==> src/rtl/ysyx_23060096_rf_wb_arbiter.sv <==
// Write-back arbiter for the integer register file: round-robin between EXU and LSU,
// one registered write per cycle, plus a per-register busy scoreboard for issue hazards.
module ysyx_23060096_rf_wb_arbiter #(
    parameter int ADDR_WIDTH = 5,
    parameter int DATA_WIDTH = 32
) (
    input  logic                  i_clk,
    input  logic                  i_rst,
    input  logic                  i_exu_valid,
    input  logic [ADDR_WIDTH-1:0] i_exu_rd,
    input  logic [DATA_WIDTH-1:0] i_exu_data,
    output logic                  o_exu_ready,
    input  logic                  i_lsu_valid,
    input  logic [ADDR_WIDTH-1:0] i_lsu_rd,
    input  logic [DATA_WIDTH-1:0] i_lsu_data,
    output logic                  o_lsu_ready,
    input  logic                  i_iss_valid,
    input  logic                  i_iss_wr,
    input  logic [ADDR_WIDTH-1:0] i_iss_rd,
    input  logic [ADDR_WIDTH-1:0] i_iss_rs1,
    input  logic [ADDR_WIDTH-1:0] i_iss_rs2,
    output logic                  o_iss_stall,
    output logic                  o_rf_wen,
    output logic [ADDR_WIDTH-1:0] o_rf_waddr,
    output logic [DATA_WIDTH-1:0] o_rf_wdata,
    output logic                  o_sb_idle
);

    localparam int DEPTH = 2 ** ADDR_WIDTH;

    logic                  r_ptrLsu;
    logic                  r_rfWen;
    logic [ADDR_WIDTH-1:0] r_rfWaddr;
    logic [DATA_WIDTH-1:0] r_rfWdata;
    logic [DEPTH-1:0]      r_busy;
    logic [DEPTH-1:0]      w_busyNext;

    logic w_exuReady;
    logic w_lsuReady;
    logic w_both;
    logic w_issFire;
    logic w_rs1Hit;
    logic w_rs2Hit;
    logic w_rdHit;

    // The pointer only breaks ties, so a lone valid source is granted regardless of it.
    assign w_both     = i_exu_valid & i_lsu_valid;
    assign w_exuReady = ~i_rst & i_exu_valid & (~i_lsu_valid | ~r_ptrLsu);
    assign w_lsuReady = ~i_rst & i_lsu_valid & (~i_exu_valid |  r_ptrLsu);

    assign w_rs1Hit   = (i_iss_rs1 != '0) & r_busy[i_iss_rs1];
    assign w_rs2Hit   = (i_iss_rs2 != '0) & r_busy[i_iss_rs2];
    assign w_rdHit    = i_iss_wr & (i_iss_rd != '0) & r_busy[i_iss_rd];
    assign o_iss_stall = i_iss_valid & (w_rs1Hit | w_rs2Hit | w_rdHit);
    assign w_issFire  = i_iss_valid & ~o_iss_stall & i_iss_wr & (i_iss_rd != '0);

    // Clear is applied before set so a new producer claiming the same register wins.
    always_comb begin
        w_busyNext = r_busy;
        if (r_rfWen) begin
            w_busyNext[r_rfWaddr] = 1'b0;
        end
        if (w_issFire) begin
            w_busyNext[i_iss_rd] = 1'b1;
        end
        w_busyNext[0] = 1'b0;
    end

    always_ff @(posedge i_clk) begin
        if (i_rst) begin
            r_ptrLsu  <= 1'b0;
            r_rfWen   <= 1'b0;
            r_rfWaddr <= '0;
            r_rfWdata <= '0;
            r_busy    <= '0;
        end else begin
            r_busy  <= w_busyNext;
            r_rfWen <= 1'b0;
            if (w_both) begin
                r_ptrLsu <= ~r_ptrLsu;
            end
            if (w_exuReady) begin
                r_rfWen   <= (i_exu_rd != '0);
                r_rfWaddr <= i_exu_rd;
                r_rfWdata <= i_exu_data;
            end else if (w_lsuReady) begin
                r_rfWen   <= (i_lsu_rd != '0);
                r_rfWaddr <= i_lsu_rd;
                r_rfWdata <= i_lsu_data;
            end
        end
    end

    assign o_exu_ready = w_exuReady;
    assign o_lsu_ready = w_lsuReady;
    assign o_rf_wen    = r_rfWen;
    assign o_rf_waddr  = r_rfWaddr;
    assign o_rf_wdata  = r_rfWdata;
    assign o_sb_idle   = ~|r_busy;

endmodule

==> config.mk <==
export PLATFORM = sky130hd
export DESIGN_NAME = ysyx_23060096_rf_wb_arbiter
export DESIGN_NICKNAME = d
export VERILOG_FILES = /design/src/rtl/ysyx_23060096_rf_wb_arbiter.sv
export SDC_FILE = /design/constraint.sdc
export NUM_CORES = 1
export LEC_CHECK = 0
export ABC_AREA = 1
export BUFFER_PORTS_ARGS = -buffer_cell sky130_fd_sc_hd__buf_2
export CORE_MARGIN = 2
export CORE_UTILIZATION = 56
export DETAILED_ROUTE_END_ITERATION = 10
export GPL_ROUTABILITY_DRIVEN = 0
export PLACE_DENSITY = 0.86
export SKIP_CTS_REPAIR_TIMING = 1
export SYNTH_ARGS = -nofsm -noshare
export SYNTH_HDL_FRONTEND = slang
export SYNTH_SLANG_ARGS = --single-unit
==> constraint.sdc <==
create_clock -name i_clk -period 3.19 [get_ports i_clk]
set_input_delay 0.638 -clock i_clk [delete_from_list [all_inputs] [get_ports i_clk]]
set_output_delay 0.638 -clock i_clk [all_outputs]
set_load 0.01 [all_outputs]
==> metrics.md, run 1 <==
| Metric | Value |
|---|---|
| Status | finished, final reports clean |
| Synthesis-to-finish area growth | 20.1% |
| Setup Skew | 0.0139 ns |
| Worst-Margin Slew | 0.689 ns |
| Hold Fails Final Rpt | 0 |
| Top-count cell post-synth | nand2_1 |
| Combinational power share | 19.6% |
| DR DRC count | 0 |
| Max Cap Violations | 0 |
| Slew Limit Fails | 0 |
| Critical R2R Launch | r_ptrLsu$_SDFFE_PP0P_ |
| Hold_ws | 0.498 ns |
| FF-to-FF path depth | 8 |
| Antenna cells | 0 |
| Synth area leader | dfxtp_1 |
| Crit path capture type | output port |
| Drt pass-1 iters | 5 |
| Leak pwr | 2.67 nW |
| Die Wd | 93.1 um |
| Number of global-route vias before repair | 5028 |
| Mapped Area | 4450 um^2 |
| Largest net degree at the start of global routing | 59 |
| Int Pwr | 1.63 mW |
| End of the critical path | o_iss_stall |
| Post-synth top cells | 173 x nand2_1, 89 x inv_1, 79 x nor2_1 |
| Final design area excluding fillers | 5350 um^2 |
| Drt total wl | 13800 um |
| Clock Latency Late Sink | 0.34 ns |
| Routed length per instance | 14.5 um |
| DP HPWL | 10400 um |
| Switching share of power | 28.3% |
| Root Buffer Master | clkbuf_8 |
| Pwr Density | 425 nW/um^2 |
| Syn avg cell area | 6.14 um^2 |
| Worst Path Arrival | 2.24 ns |
| Crit path max fanout | 32 |
| Distinct cells, synth | 26 |
| Share of cells above drive strength 1 | 21.3% |
| First-pass GRT wire length | 22800 um |
| Kind of critical path | primary input to output port |
| Antenna violations before repair | 0 |
| Seq cells post-synth | 70 |
| H-tree levels | 3 |
| Global Route Usage Sum | 32.3% |
| Yosys top cell area share | 31.5% |
| DR iter-0 viols | 430 |
| P_sw | 0.644 mW |
| Shortest period the worst path allows | 2.88 ns |
| Reg-to-reg critical path endpoint | o_rf_wdata[19]$_SDFFE_PP0P_ |
| GR Overflow Total | 0 |
| Final period utilization | 90.2% |
| Clk pwr share | 38.4% |
| Clock Sinks | 70 |
| Max Freq | 348 MHz |
| Max clock buf depth | 2 |
| Synth warn | 0 |
| Io pins | 137 |
| CTS tree | built |
| Hold Path Class | flop to flop |
| Core Area | 7730 um^2 |
| Vias after detailed routing | 5415 |
| CP Launch Type | primary input |
| Syn Inst Count | 725 |
| RSZ-0062 raised after global routing | no |
| CTS Buf Count | 9 |
| Main area contributors after synthesis | dfxtp_1 31%, nand2_1 15%, nand3_1 7.5% |
| Core Rows | 32 |
| Total design power | 2.27 mW |
| Worst IR drop on VDD | 0.330 mV |
| Slew headroom | 53.9% |
| Port-buffer cells | 136 |
| Mapped Nets | 820 |
| Fin nets | 936 |
| Clock Pin Slew Worst Setup and Hold Paths | 0.07 ns |
| Via/cell ratio | 5.71 |
| Critical Path RT | 2.55 ns |
| Number of flops mapped to enable cells by yosys | 0 |
| R2R setup slack | 1.37 ns |
| Full die area | 8680 um^2 |
| Sequential power share | 42.0% |
| Crit path from | i_iss_rd[1] |
| Placed cell areas | 5100 um^2 |
| Ys async rst share | 0% |
| # setup viols final | 0 |
| Antenna Nets Post-Route | 0 |
| Fillers | 628 |
| Sequential fraction of the synthesis area | 31.5% |
| Post-route setup TNS | 0 ns |
| Main synth FF type | dfxtp_1 |
| Initial Util | 57.6% |
| Die H | 93.1 um |
[metal layers]
layer / GRT usage (%) / up-vias / routed length [um]
li1: - / 2636 / -
met1: 38.8 / 2380 / 5360
met2: 52.7 / 335 / 6370
met3: 8.54 / 64 / 1430
met4: 17.0 / 0 / 618
met5: 0 / - / 0
[cells in the final DEF, fill, tap and decap left out, drive strengths merged]
master / n
nand2: 177
buf: 143
inv: 103
nor2: 81
dfxtp: 70
nand3: 68
o21ai: 49
a21oi: 42
nand4: 38
o211ai: 35
clkbuf: 11
nor3: 9
nor4: 9
o22ai: 4
bufinv: 3
a31oi: 1
a211oi: 1
clkinv: 1
clkinvlp: 1
[worst min-delay path by stage]
stage                                      from                           to  slack [ns]  depth (start not counted)
floorplan                 r_busy[31]$_SDFF_PP0_        r_busy[31]$_SDFF_PP0_        0.47                          2
global placement    o_rf_wdata[20]$_SDFFE_PP0P_  o_rf_wdata[20]$_SDFFE_PP0P_        0.48                          2
detailed placement  o_rf_wdata[28]$_SDFFE_PP0P_  o_rf_wdata[28]$_SDFFE_PP0P_        0.48                          2
CTS                 o_rf_wdata[20]$_SDFFE_PP0P_  o_rf_wdata[20]$_SDFFE_PP0P_        0.50                          2
global route         o_rf_wdata[8]$_SDFFE_PP0P_   o_rf_wdata[8]$_SDFFE_PP0P_        0.53                          2
finish              o_rf_wdata[20]$_SDFFE_PP0P_  o_rf_wdata[20]$_SDFFE_PP0P_        0.50                          2
[through the flow]
stage	utilization (%)	setup slack [ns]	instances
floorplan	-	0.796	725
global placement	66.0	0.516	932
detailed placement	66.0	0.369	932
CTS	69.2	0.363	948
global route	69.2	0.153	948
finish	69.2	0.313	948
[power groups by stage]
stage,sequential (mW),clock [mW],combinational [mW]
after floorplan,0.989,0,0.254
after global placement,0.970,0,0.426
after detailed placement,0.971,0,0.438
after CTS,0.953,0.883,0.440
after global routing,0.959,0.918,0.491
final,0.954,0.873,0.445
[registers in the layout, indices dropped and copies added (netlist names)]
signal      cells
o_rf_wdata     32
r_busy         31
o_rf_waddr      5
o_rf_wen        1
r_ptrLsu        1
[cells by family (layout without fill, tap and decap cells)]
| kind of cell | count (synthesis) | count (layout) | share of synthesized area, % |
|---|---|---|---|
| compound gates | 132 | 132 | 17.1 |
| simple gates | 382 | 382 | 37.6 |
| flops | 70 | 70 | 31.5 |
| buf+inv | 141 | 262 | 13.8 |
[critical path, stage by stage]
cell and delay, ns:
buf_2 0.14, inv_2 0.05, nor2_1 0.32, nand2_1 0.12, nand4_1 0.11, nand2_1 0.06, nand2_1 0.08, nor2_1 0.05
nand2_1 0.09, nand2_4 0.21, a21oi_1 0.21, buf_2 0.15
[final cells by class]
type / count / area (um^2) / share of cell area [%]
Clock inverter: 5 / 106 / 1.99
Inverter: 103 / 389 / 7.28
Timing Repair Buffer: 143 / 746 / 13.9
Sequential cell: 70 / 1400 / 26.2
Clock buffer: 11 / 141 / 2.64
Tap cell: 102 / 128 / 2.39
Multi-Input combinational cell: 514 / 2430 / 45.5
No activity file was read; power rests on OpenSTA's default activity.
==> inputs of run 2 (changes only) <==
--- a/config.mk
+++ b/config.mk
@@ -7,7 +7,6 @@
 export LEC_CHECK = 0
 export ABC_AREA = 1
 export BUFFER_PORTS_ARGS = -buffer_cell sky130_fd_sc_hd__buf_2
-export CORE_MARGIN = 2
 export CORE_UTILIZATION = 56
 export DETAILED_ROUTE_END_ITERATION = 10
 export GPL_ROUTABILITY_DRIVEN = 0
==> run 2 against run 1 <==
Net effect: first-iteration DRC count increased by 14%; final area down 0.47%; clock power decreased by 8.8%; register-to-register slack worse by 0.08 ns; critical endpoint unchanged; die area fell by 4.2%; cell count did not move; global-route usage grew 2.1 points; largest cell class unchanged; clock skew fell by 0.0029 ns.
==> metrics.md, run 2 (synthesis results as in run 1) <==
| Metric | Value |
|---|---|
| CP max stage delay | 0.33 ns |
| Combinational power share | 20.3% |
| Die Wd | 91.1 um |
| Hold Fails Final Rpt | 0 |
| First-pass GRT wire length | 22900 um |
| Global Route Usage Sum | 34.4% |
| DR DRC count | 0 |
| Number of global-route vias before repair | 5054 |
| Critical Path Most Common Cell | nand2_1 |
| Commonest non-fill, non-tap cell in the layout | nand2_1 |
| Antenna cells | 0 |
| Max clock buf depth | 2 |
| GR Overflow Total | 0 |
| Core Rows | 32 |
| # setup viols final | 0 |
| Clock Sinks | 70 |
| Slew Limit Fails | 0 |
| Status | finished, final reports clean |
| Leak pwr | 2.66 nW |
| Largest net degree at the start of global routing | 50 |
| Drt pass-1 iters | 6 |
| Slew headroom | 72.1% |
| Share of cells above drive strength 1 | 21.4% |
| Root Buffer Master | clkbuf_8 |
| Pwr Density | 413 nW/um^2 |
| Commonest non-fill, non-tap cells in the layout | 173 x nand2_1, 136 x buf_2, 89 x inv_1, 79 x nor2_1, 70 x dfxtp_1 |
| Seq. cell area | 1400 um^2 |
| Sequential power share | 43.5% |
| Antenna violations before repair | 0 |
| Port-buffer cells | 136 |
| Routed length per instance | 14.8 um |
| Critical Path RT | 2.55 ns |
| Multi-input gate area | 2430 um^2 |
| Initial Util | 57.9% |
| Worst Path Arrival | 2.26 ns |
| Final period utilization | 91.0% |
| Via/cell ratio | 5.72 |
| CTS tree | built |
| Shortest period the worst path allows | 2.90 ns |
| Synthesis-to-finish area growth | 19.6% |
| DP HPWL | 10400 um |
| Int Pwr | 1.53 mW |
| Drt total wl | 14000 um |
| Setup Skew | 0.0110 ns |
| Max Cap Violations | 0 |
| Post-route setup TNS | 0 ns |
| Util after Layout | 69.2% |
| Antenna Nets Post-Route | 0 |
| RSZ-0062 raised after global routing | no |
| Worst IR drop on VDD | 0.315 mV |
| Clk pwr share | 36.2% |
| Vias after detailed routing | 5421 |
| P_sw | 0.670 mW |
| Worst-Margin Slew | 0.417 ns |
| Hold Path Class | flop to flop |
| Kind of critical path | primary input to output port |
| Fin nets | 936 |
| Largest register FFs | 32 |
| Crit path max fanout | 32 |
| Max Freq | 345 MHz |
| Clock Latency Late Sink | 0.35 ns |
| Full die area | 8310 um^2 |
| Switching share of power | 30.5% |
| DR iter-0 viols | 492 |
| Crit path capture type | output port |
| Slowest stage cell, crit path | nor2_1 |
| Core Area | 7690 um^2 |
| Fillers | 684 |
| Clock Pin Slew Worst Setup and Hold Paths | 0.07 ns |
| Die H | 91.1 um |
| Cell Chain, Critical Path | buf_2, inv_2, nor2_1, nand2_1, nand4_1, nand2_1, nand2_1, nor2_1, nand2_1, nand2_4, a21oi_1, buf_2 |
| H-tree levels | 3 |
| Io pins | 137 |
| CP Launch Type | primary input |
| CTS Buf Count | 9 |
-- run 2: path summary, 6_finish.rpt --
path | cells past startpoint | to | slack [ns] | startpoint
worst max-delay path | 12 | o_iss_stall | 0.29 | i_iss_rd[1]
worst min-delay path | 2 | r_busy[31]$_SDFF_PP0_ | 0.50 | r_busy[31]$_SDFF_PP0_
worst max register to register | 8 | o_rf_wdata[5]$_SDFFE_PP0P_ | 1.29 | r_ptrLsu$_SDFFE_PP0P_
worst min register to register | 2 | r_busy[31]$_SDFF_PP0_ | 0.50 | r_busy[31]$_SDFF_PP0_
-- run 2: through the flow --
step,cells,area [um^2],hold WS [ns],setup WS (ns),power [mW]
2_1_floorplan,725,4450,0.466,0.796,1.24
3_3_place_gp,932,5100,0.476,0.487,1.40
3_5_place_dp,932,5100,0.483,0.394,1.41
4_1_cts,948,5320,0.497,0.394,2.20
5_1_grt,948,5320,0.531,0.167,2.30
6_report,948,5320,0.499,0.288,2.20
-- run 2: routing by layer --
| layer | wire (um) | vias up | track usage (%) |
|---|---|---|---|
| li1 | - | 2641 | - |
| met1 | 5220 | 2411 | 39.2 |
| met2 | 6680 | 305 | 58.6 |
| met3 | 1410 | 64 | 7.87 |
| met4 | 715 | 0 | 20.1 |
| met5 | 0 | - | 0 |
-- run 2: cell type report --
type	instances	share of cell area (%)
inverter	103	7.31
clock inverter	7	1.86
timing repair buffer	143	14.0
multi-input combinational	514	45.8
sequential	70	26.3
clock buffer	9	2.33
tap	102	2.40
-- run 2: worst max-delay path: cells and delay by family --
| kind | cells | cell delay, ns |
|---|---|---|
| AO/OA/AOI/OAI | 1 | 0.25 |
| buffers and inverters | 3 | 0.35 |
| AND/OR/NAND/NOR | 8 | 1.00 |
-- run 2: power by group through the flow --
stage | logic (mW) | registers (mW) | clock network (mW)
after floorplan | 0.254 | 0.989 | 0
after global placement | 0.424 | 0.972 | 0
after detailed placement | 0.438 | 0.973 | 0
after CTS | 0.441 | 0.955 | 0.804
after global routing | 0.493 | 0.961 | 0.844
final | 0.446 | 0.956 | 0.796
==> inputs of run 3 (changes only) <==
--- a/config.mk
+++ b/config.mk
@@ -7,11 +7,13 @@
 export LEC_CHECK = 0
 export ABC_AREA = 1
 export BUFFER_PORTS_ARGS = -buffer_cell sky130_fd_sc_hd__buf_2
-export CORE_UTILIZATION = 56
+export CORE_UTILIZATION = 58
+export CTS_BUF_LIST = sky130_fd_sc_hd__clkbuf_8
 export DETAILED_ROUTE_END_ITERATION = 10
 export GPL_ROUTABILITY_DRIVEN = 0
-export PLACE_DENSITY = 0.86
+export PLACE_DENSITY = 0.89
 export SKIP_CTS_REPAIR_TIMING = 1
+export SKIP_LAST_GASP = 1
 export SYNTH_ARGS = -nofsm -noshare
 export SYNTH_HDL_FRONTEND = slang
 export SYNTH_SLANG_ARGS = --single-unit
==> run 3 against run 2 <==
Net effect: combinational power is 2% higher; first-iteration DRC count is 1.0% lower; cell count is 0.32% lower; register-to-register slack worse by 0.02 ns; count of clock-buffer cells in the layout is 2 higher; worst hold slack better by 0.0062 ns; clock skew is 0.0045 ns higher; sequential power hardly changed; via count is 1.4% higher; largest cell class unchanged.
==> metrics.md, run 3 (synthesis results as in run 1) <==
| Metric | Value |
|---|---|
| Status | finished, final reports clean |
| # setup viols final | 0 |
| R2R setup slack | 1.27 ns |
| H-tree levels | 3 |
| Crit path capture type | output port |
| Reg-to-reg critical path endpoint | o_rf_wdata[15]$_SDFFE_PP0P_ |
| Antenna cells | 0 |
| Core Area | 7330 um^2 |
| Die H | 89.6 um |
| Die Wd | 89.6 um |
| Routed length per instance | 15.5 um |
| Hold_ws | 0.505 ns |
| Largest net degree at the start of global routing | 47 |
| Synthesis-to-finish area growth | 20.8% |
| Slew Limit Fails | 0 |
| DR iter-0 viols | 487 |
| Setup Skew | 0.0155 ns |
| Commonest non-fill, non-tap cells in the layout | 173 x nand2_1, 136 x buf_2, 89 x inv_1, 79 x nor2_1, 70 x dfxtp_1 |
| Clock Pin Slew Worst Setup and Hold Paths | 0.07 ns |
| Hold Fails Final Rpt | 0 |
| Max Freq | 344 MHz |
| Via/cell ratio | 5.82 |
| RSZ-0062 raised after global routing | no |
| Worst hold path depth | 2 |
| CTS Buf Count | 9 |
| Hold EP | o_rf_wdata[14]$_SDFFE_PP0P_ |
| Full die area | 8030 um^2 |
| Critical R2R Launch | r_ptrLsu$_SDFFE_PP0P_ |
| Drt pass-1 iters | 7 |
| Max Cap Violations | 0 |
| Commonest non-fill, non-tap cell in the layout | nand2_1 |
| Number of global-route vias before repair | 5094 |
| First-pass GRT wire length | 22900 um |
| DP HPWL | 10500 um |
| Fin nets | 936 |
| Worst-Margin Slew | 0.422 ns |
| GR Overflow Total | 0 |
| Clock Latency Late Sink | 0.36 ns |
| Antenna violations before repair | 0 |
| Clock Sinks | 70 |
| Pre-CTS setup slack | 0.368 ns |
| Leak pwr | 2.69 nW |
| Drt total wl | 14600 um |
| HP Start | o_rf_wdata[14]$_SDFFE_PP0P_ |
| Fillers | 597 |
| Seq. cell area | 1400 um^2 |
| Port-buffer cells | 136 |
| Worst Path Arrival | 2.27 ns |
| Crit path max fanout | 32 |
| Worst IR drop on VDD | 0.355 mV |
| Post-route setup TNS | 0 ns |
| CTS tree | built |
| Pwr Density | 446 nW/um^2 |
| Multi-input gate area | 2430 um^2 |
| Max clock buf depth | 2 |
| Final worst slack | 0.282 ns |
| Hold Path Class | flop to flop |
| Share of cells above drive strength 1 | 21.4% |
| Critical Path RT | 2.55 ns |
| Io pins | 137 |
| Root Buffer Master | clkbuf_8 |
| DR DRC count | 0 |
| Initial Util | 60.7% |
| Global Route Usage Sum | 37.3% |
| FF-to-FF path depth | 8 |
| Kind of critical path | primary input to output port |
| Core Rows | 31 |
| Slew headroom | 71.8% |
| Final period utilization | 91.2% |
| Largest register FFs | 32 |
| CP Launch Type | primary input |
| Antenna Nets Post-Route | 0 |
| Shortest period the worst path allows | 2.91 ns |
| Vias after detailed routing | 5498 |
[run 3: cell types whose count changed in the layout (fill, tap and decap cells not counted), sizes merged]
| cell | before | now |
|---|---|---|
| clkinv | 4 | 1 |
| bufinv | 2 | 4 |
| clkbuf | 9 | 11 |
| clkinvlp | 1 | 0 |
[run 3: final cells by class]
class                           instances  area share [%]
Multi-Input combinational cell        514            45.3
Sequential cell                        70            26.1
Timing Repair Buffer                  143            13.9
Inverter                              103            7.24
Clock buffer                           11            2.82
Clock inverter                          5            2.40
Tap cell                               99            2.30
[run 3: per-layer routing]
| layer | routed length (um) | vias up | global-route usage, % | part of all wire, % |
|---|---|---|---|---|
| li1 | - | 2624 | - | - |
| met1 | 5170 | 2385 | 41.0 | 35 |
| met2 | 7010 | 404 | 64.4 | 48 |
| met3 | 1670 | 85 | 9.87 | 11 |
| met4 | 790 | 0 | 22.8 | 5.4 |
| met5 | 0 | - | 0 | 0 |
[run 3: worst max-delay path by stage]
stage	startpoint	to	slack, ns
floorplan	i_iss_rs1[0]	o_iss_stall	0.80
global placement	i_iss_rd[1]	o_iss_stall	0.48
detailed placement	i_iss_rd[1]	o_iss_stall	0.37
CTS	i_iss_rd[1]	o_iss_stall	0.36
global route	i_iss_rd[1]	o_iss_stall	0.16
finish	i_iss_rd[1]	o_iss_stall	0.28
[run 3: metrics by stage]
step	cell area (um^2)	total power, mW	utilization [%]	instances
after floorplan	4450	1.24	-	725
final	5380	2.40	73.3	945
after detailed placement	5090	1.41	69.5	929
after CTS	5380	2.39	73.3	945
after global routing	5380	2.48	73.3	945
after global placement	5090	1.39	69.5	929
[run 3: where the power goes]
group	internal [mW]	total [mW]	leakage [nW]	switching, mW
clock network	0.643	0.987	0.140	0.345
registers	0.921	0.955	0.573	0.0344
logic	0.165	0.453	1.97	0.288
[run 3: critical path: stages]
cell and delay, ns:
buf_2 0.14, inv_2 0.05, nor2_1 0.32, nand2_1 0.12, nand4_1 0.10, nand2_1 0.05, nand2_1 0.07, nor2_1 0.04
nand2_1 0.10, nand2_4 0.21, a21oi_1 0.26, buf_2 0.16
